$ cat src/rtl/serial_subtractor.sv
// rtl/serial_subtractor.sv - bit-serial WIDTH-bit subtractor, LSB first, start/busy/done handshake
module serial_subtractor #(
  parameter int WIDTH = 8
) (
  input  logic             clk,
  input  logic             rst,
  input  logic             start,
  input  logic [WIDTH-1:0] a,
  input  logic [WIDTH-1:0] b,
  output logic             busy,
  output logic             done,
  output logic [WIDTH-1:0] diff,
  output logic             bor
);

  localparam int CW = (WIDTH > 1) ? $clog2(WIDTH) : 1;

  typedef enum logic [1:0] {
    IDLE = 2'd0,
    RUN  = 2'd1,
    DONE = 2'd2
  } state_t;

  state_t           state;
  logic [CW-1:0]    cnt;
  logic [WIDTH-1:0] sa;
  logic [WIDTH-1:0] sb;
  logic [WIDTH-1:0] part;
  logic [WIDTH-1:0] part_nxt;
  logic             brw;
  logic             d_bit;
  logic             b_out;

  // Full-subtract cell on the current LSBs; new difference bit enters the partial result from the MSB side
  always_comb begin
    d_bit             = sa[0] ^ sb[0] ^ brw;
    b_out             = (~sa[0] & sb[0]) | (~(sa[0] ^ sb[0]) & brw);
    part_nxt          = part >> 1;
    part_nxt[WIDTH-1] = d_bit;
  end

  // Control FSM with registered busy/done; diff/bor load only on the completion edge
  always_ff @(posedge clk) begin
    if (rst) begin
      state <= IDLE;
      cnt   <= '0;
      brw   <= 1'b0;
      sa    <= '0;
      sb    <= '0;
      part  <= '0;
      busy  <= 1'b0;
      done  <= 1'b0;
      diff  <= '0;
      bor   <= 1'b0;
    end else begin
      case (state)
        IDLE: begin
          busy <= 1'b0;
          done <= 1'b0;
          if (start) begin
            sa    <= a;
            sb    <= b;
            part  <= '0;
            brw   <= 1'b0;
            cnt   <= '0;
            busy  <= 1'b1;
            state <= RUN;
          end
        end
        RUN: begin
          sa   <= sa >> 1;
          sb   <= sb >> 1;
          part <= part_nxt;
          brw  <= b_out;
          cnt  <= cnt + 1'b1;
          if (cnt == CW'(WIDTH - 1)) begin
            diff  <= part_nxt;
            bor   <= b_out;
            busy  <= 1'b0;
            done  <= 1'b1;
            state <= DONE;
          end
        end
        DONE: begin
          done  <= 1'b0;
          busy  <= 1'b0;
          state <= IDLE;
        end
        default: begin
          busy  <= 1'b0;
          done  <= 1'b0;
          state <= IDLE;
        end
      endcase
    end
  end

endmodule

$ cat config.mk
export PLATFORM = sky130hd
export DESIGN_NAME = serial_subtractor
export DESIGN_NICKNAME = d
export VERILOG_FILES = /design/src/rtl/serial_subtractor.sv
export SDC_FILE = /design/constraint.sdc
export NUM_CORES = 1
export LEC_CHECK = 0
export CORE_MARGIN = 2
export CORE_UTILIZATION = 45
export CTS_BUF_LIST = sky130_fd_sc_hd__clkbuf_16
export DETAILED_ROUTE_END_ITERATION = 10
export PLACE_DENSITY = 0.74
export SLEW_MARGIN = 10
export SYNTH_ARGS = -nofsm -noshare
export SYNTH_HDL_FRONTEND = slang
export SYNTH_SLANG_ARGS = --single-unit
$ cat constraint.sdc
create_clock -name clk -period 1.4 [get_ports clk]
set_input_delay 0.35 -clock clk [delete_from_list [all_inputs] [get_ports clk]]
set_output_delay 0.35 -clock clk [all_outputs]
set_load 0.1 [all_outputs]
# Yosys cells after proc, flatten, opt, wreduce, memory -nomap -nowiden
# Index checks and enable logic that the tools add are counted.
dict set report word_totals {
  reg_bits 41
}
dict set report classes {
  bitwise 8
  reduce_logical 6
  n_eq_ne 4
  addsub 1
  muxes 16
}
# op count
set ops {}
lappend ops {{8-bit one-hot mux with 2 select lines} 3}
lappend ops {{8-bit 2-to-1 mux} 3}
lappend ops {{3-bit one-hot mux with 2 select lines} 1}
lappend ops {{2-bit AND reduction} 3}
lappend ops {{2-bit 2-to-1 mux} 2}
lappend ops {{2-bit inequality test (second input constant)} 2}
lappend ops {{1-bit one-hot mux with 2 select lines} 2}
lappend ops {{2-bit one-hot mux with 2 select lines} 1}
lappend ops {{3-bit by 1-bit adder with 3-bit output (second input constant)} 1}
lappend ops {{3-bit == test (second input constant)} 1}
lappend ops {{1-bit 2-to-1 mux} 3}
lappend ops {{3-bit 2-to-1 mux} 1}
lappend ops {{1-bit inverter} 3}
lappend ops {{1-bit bitwise AND} 2}
lappend ops {{2-bit by 1-bit == test with 1-bit output (second input constant)} 1}
lappend ops {{2-bit logical NOT} 1}
lappend ops {{2-bit nonzero test} 1}
lappend ops {{2-bit OR reduction} 1}
lappend ops {{1-bit bitwise XOR} 2}
lappend ops {{1-bit bitwise OR} 1}

# Longest topological paths before layout
dict set report depth {
  ltp_word 5
  ltp_mapped 6
  depth_no_buf 5
}

# Worst setup path before layout
# No wires, ideal clock.
dict set report synth_timing {
  kind {register to register}
  startpoint {reg, netlist name bor}
  endpoint {reg bor}
  arrival_ns 1.260
  path_stages_with_launch 3
  synth_period_minus_slack_ns 1.340
  setup_ns 0.080
  n_path_buf 0
  path_slack_ns 0.060
  path_cell_list {dfxtp_1 nor2_1 a211oi_2}
}
# item line_no
set synth_lines {}
lappend synth_lines {{end signal: assignment} 78} ;# bor <= b_out;
lappend synth_lines {{end: declaration} 13} ;# output logic bor

# Worst setup path in the final report
dict set report layout_timing {
  startpoint {reg state[0]}
  endpoint {reg sb[2]}
}
dict set report layout_via {
  elab_chain_cells 3
  elab_cells_between_ends 6
  cone_classes {2 x eq/ne; 1 x mux; 3 x reduce/logical}
}
# item line_no
set layout_rtl {}
lappend layout_rtl {{start: declaration} 24} ;# state_t state;
lappend layout_rtl {{start signal: assignment} 45} ;# state <= IDLE;
lappend layout_rtl {{start signal: assignment} 67} ;# state <= RUN;
lappend layout_rtl {{start signal: assignment} 81} ;# state <= DONE;
lappend layout_rtl {{2-bit by 1-bit == test with 1-bit output / 2-bit logical NOT (equally long branches)} 56} ;# case (state)
lappend layout_rtl {{2-bit nonzero test (no source line) / 2-bit inequality test (equally long branches)} --}
lappend layout_rtl {{2-bit AND reduction (no source line)} --}
lappend layout_rtl {{end signal: assignment} 72} ;# sb <= sb >> 1;
lappend layout_rtl {{end: declaration} 27} ;# logic [WIDTH-1:0] sb;
# Parallel ways exist; a longest one is shown, timed or not.
# A chain may end at the register's enable or synchronous reset.

==> results_dict.tcl <==
set metrics [dict create \
    yosysSeqAreaShare 0.486 \
    vias_per_cell 5.28 \
    p_comb_frac 0.115 \
    dr.first_iter.drc_count 90 \
    grt-ovfl-total 0 \
    switching_share 0.222 \
    finalCritPeriodShare 0.947 \
    hold_path_class "register to register" \
    clk_pin_slew_ns 0.06 \
    powerDensity_nw_per_um2 1200 \
    grt_first_pass_wirelength_um 6360 \
    cts_made_buffers 5 \
    start_util 0.483 \
    fp.dieH_um 64.5 \
    synth.distinct_cells 26 \
    critPathLaunchType "register" \
    crit_arrival_ns 1.51 \
    drive_above_1_share 0.252 \
    critPathRequiredTime_ns 1.58 \
    fin_crit_ns 1.33 \
    dr.pass1.iters 4 \
    internal-power_w 0.00219 \
    final_cell_count_no_fill 252 \
    port_buffers 29 \
    design.die.area_um2 4160 \
    vias 1331 \
    clk_latency_ns 0.28 \
    htreeDepth 2 \
    p_leak_nw 0.899 \
    dp_hpwl_um 2520 \
    cts-root-buf "clkbuf_16" \
    place_inst 242 \
    placed_area_um2 2150 \
    drt_wl_total_um 3690 \
    clock_path_buffers 2 \
    tightest_slew_ns 0.324 \
    maxCapViolCount 0 \
    synth_seq_cells 40 \
    io_pins 30 \
    fin_worst_skew_ns 0.00264 \
    hold_viol_final 0 \
    clkSinkCount 40 \
    peakVddDrop_mv 0.938 \
    whs_ns 0.458 \
    floorplan.rows 21 \
    grt_start_max_net_pins 30 \
    post-route-util 0.686 \
    die_w_um 64.5 \
    synth_nets 188 \
    final_max_slew_viol_count 0 \
    postRouteAntennaNets 0 \
    grt.total_usage 0.197 \
    synthCells 166 \
    wl_per_cell_um 14.6 \
    grt_pass1_vias 1376 \
    worstSetupEndpointType "register" \
    max_freq_mhz 754 \
    clock_power_share 0.450 \
    avgSynthCellArea_um2 9.93 \
    pwr-share-seq 0.435 \
    drc_errors 0 \
    fin_area_um2 2340 \
    final_nets 227 \
    antenna_found_initial 0 \
    core_um2 3420 \
    crit_type "register to register" \
    rsz0062_at_grt "true" \
    num_antenna_cells 0 \
    setup_violations 0 \
    gp_congestion 0.761 \
    worst-path-max-fanout 29 \
    fin_tns_setup_ns 0 \
    syn_area_um2 1650 \
    cts_tree "done" \
    netSwitchingPower_w 0.000624 \
    relSlewSlack 0.784 \
    area_growth_pct 42.1 \
    outcome "finished clean" \
    ys.warnings.count 0 \
]
## stage by stage
stage | worst slack [ns] | total power, W
2_1_floorplan | 0.0601 | 0.00144
3_3_place_gp | -0.109 | 0.00155
3_5_place_dp | -0.164 | 0.00157
4_1_cts | 0.0268 | 0.00283
5_1_grt | -0.0232 | 0.00290
6_report | 0.0735 | 0.00281
## repair_timing
action                                  CTS  global route
hold buffers                              0             0
setup buffers                             0             2
endpoints found under the setup margin    6            11
resized for setup                         3             4
## cells by family (layout without fill, tap and decap cells)
family          count (synthesis)  after routing  synth area share
simple gates                   54             54             0.140
compound gates                 39             39             0.200
mux                            15             15            0.0910
flops                          40             40             0.486
buf+inv                        15             55            0.0569
fa+ha+maj                       3              3            0.0273
## worst max-delay path: stages (launching register included)
cell and delay, ns:
dfxtp_1 0.51, o21ba_1 0.24, buf_12 0.19, nor2_1 0.06
a211oi_1 0.24
## cell type report
class / count / area (µm²)
clock buffer: 5 / 125
clock inverter: 3 / 38.8
fill: 244 / 1070
inverter: 3 / 11.3
multi-input combinational: 111 / 767
sequential: 40 / 802
tap: 46 / 57.6
timing repair buffer: 44 / 542
## cells in the final DEF (no fill, tap or decap), drive strengths merged
| cell | synthesis | final |
|---|---|---|
| nand2b | 1 | 1 |
| a22oi | 11 | 11 |
| inv | 3 | 4 |
| o21ba | 1 | 1 |
| nand2 | 17 | 17 |
| o21ai | 1 | 1 |
| fa | 1 | 1 |
| a21oi | 9 | 9 |
| a211oi | 16 | 16 |
| ha | 2 | 2 |
| nand3b | 1 | 1 |
| clkdlybuf4s50 | 0 | 18 |
| nor3 | 1 | 1 |
| nor3b | 1 | 1 |
| dfxtp | 40 | 40 |
| nor2 | 30 | 30 |
| o21bai | 1 | 1 |
| nor4 | 1 | 1 |
| clkbuf | 2 | 5 |
| buf | 10 | 26 |
| and3b | 1 | 1 |
| clkinv | 0 | 1 |
| mux2i | 15 | 15 |
| bufinv | 0 | 1 |
| and2b | 1 | 1 |
## synthesized netlist by cell type, drive strengths merged
master  count  area [µm²]
dfxtp      40         801
nor2       30         113
nand2      17        63.8
a211oi     16         175
mux2i      15         150
a22oi      11        82.6
buf        10        75.1
a21oi       9        45.0
inv         3        11.3
clkbuf      2        7.51
ha          2        25.0
and2b       1        7.51
and3b       1        8.76
fa          1        20.0
nand2b      1        6.26
nand3b      1        7.51
nor3        1        5.00
nor3b       1        12.5
nor4        1        6.26
o21ai       1        5.00
o21ba       1        10.0
o21bai      1        11.3
## state kept, by name (all words and copies together), names as in the netlist
register	flops
part	7
sa	8
bor	1
cnt	3
brw	1
sb	8
busy	1
state	2
done	1
diff	8
## power by group through the flow
stage                     registers [W]  clock network [W]  logic [W]
after CTS                       0.00123            0.00129   0.000320
after global routing            0.00123            0.00132   0.000353
after floorplan                 0.00125                  0   0.000195
after global placement          0.00125                  0   0.000306
after detailed placement        0.00125                  0   0.000318
final                           0.00122            0.00127   0.000323
## routing by layer
metal	part of all wire	routed length (µm)	track usage	vias up
li1	-	-	-	655
met1	0.41	1520	0.226	640
met2	0.53	1960	0.346	30
met3	0.041	152	0.0660	6
met4	0.013	47	0.0612	0
met5	0	0	0	-
## worst paths after layout
kind	slack, ns	from	endpoint	depth (start not counted)
worst max-delay path	0.07	state[0]$_SDFFE_PP0P_	sb[2]$_SDFFE_PP0P_	4
worst min-delay path	0.46	brw$_SDFFE_PP0P_	brw$_SDFFE_PP0P_	2
worst max register to register	0.07	state[0]$_SDFFE_PP0P_	sb[2]$_SDFFE_PP0P_	4
worst min register to register	0.46	brw$_SDFFE_PP0P_	brw$_SDFFE_PP0P_	2
Power figures use the tool's default switching activity.
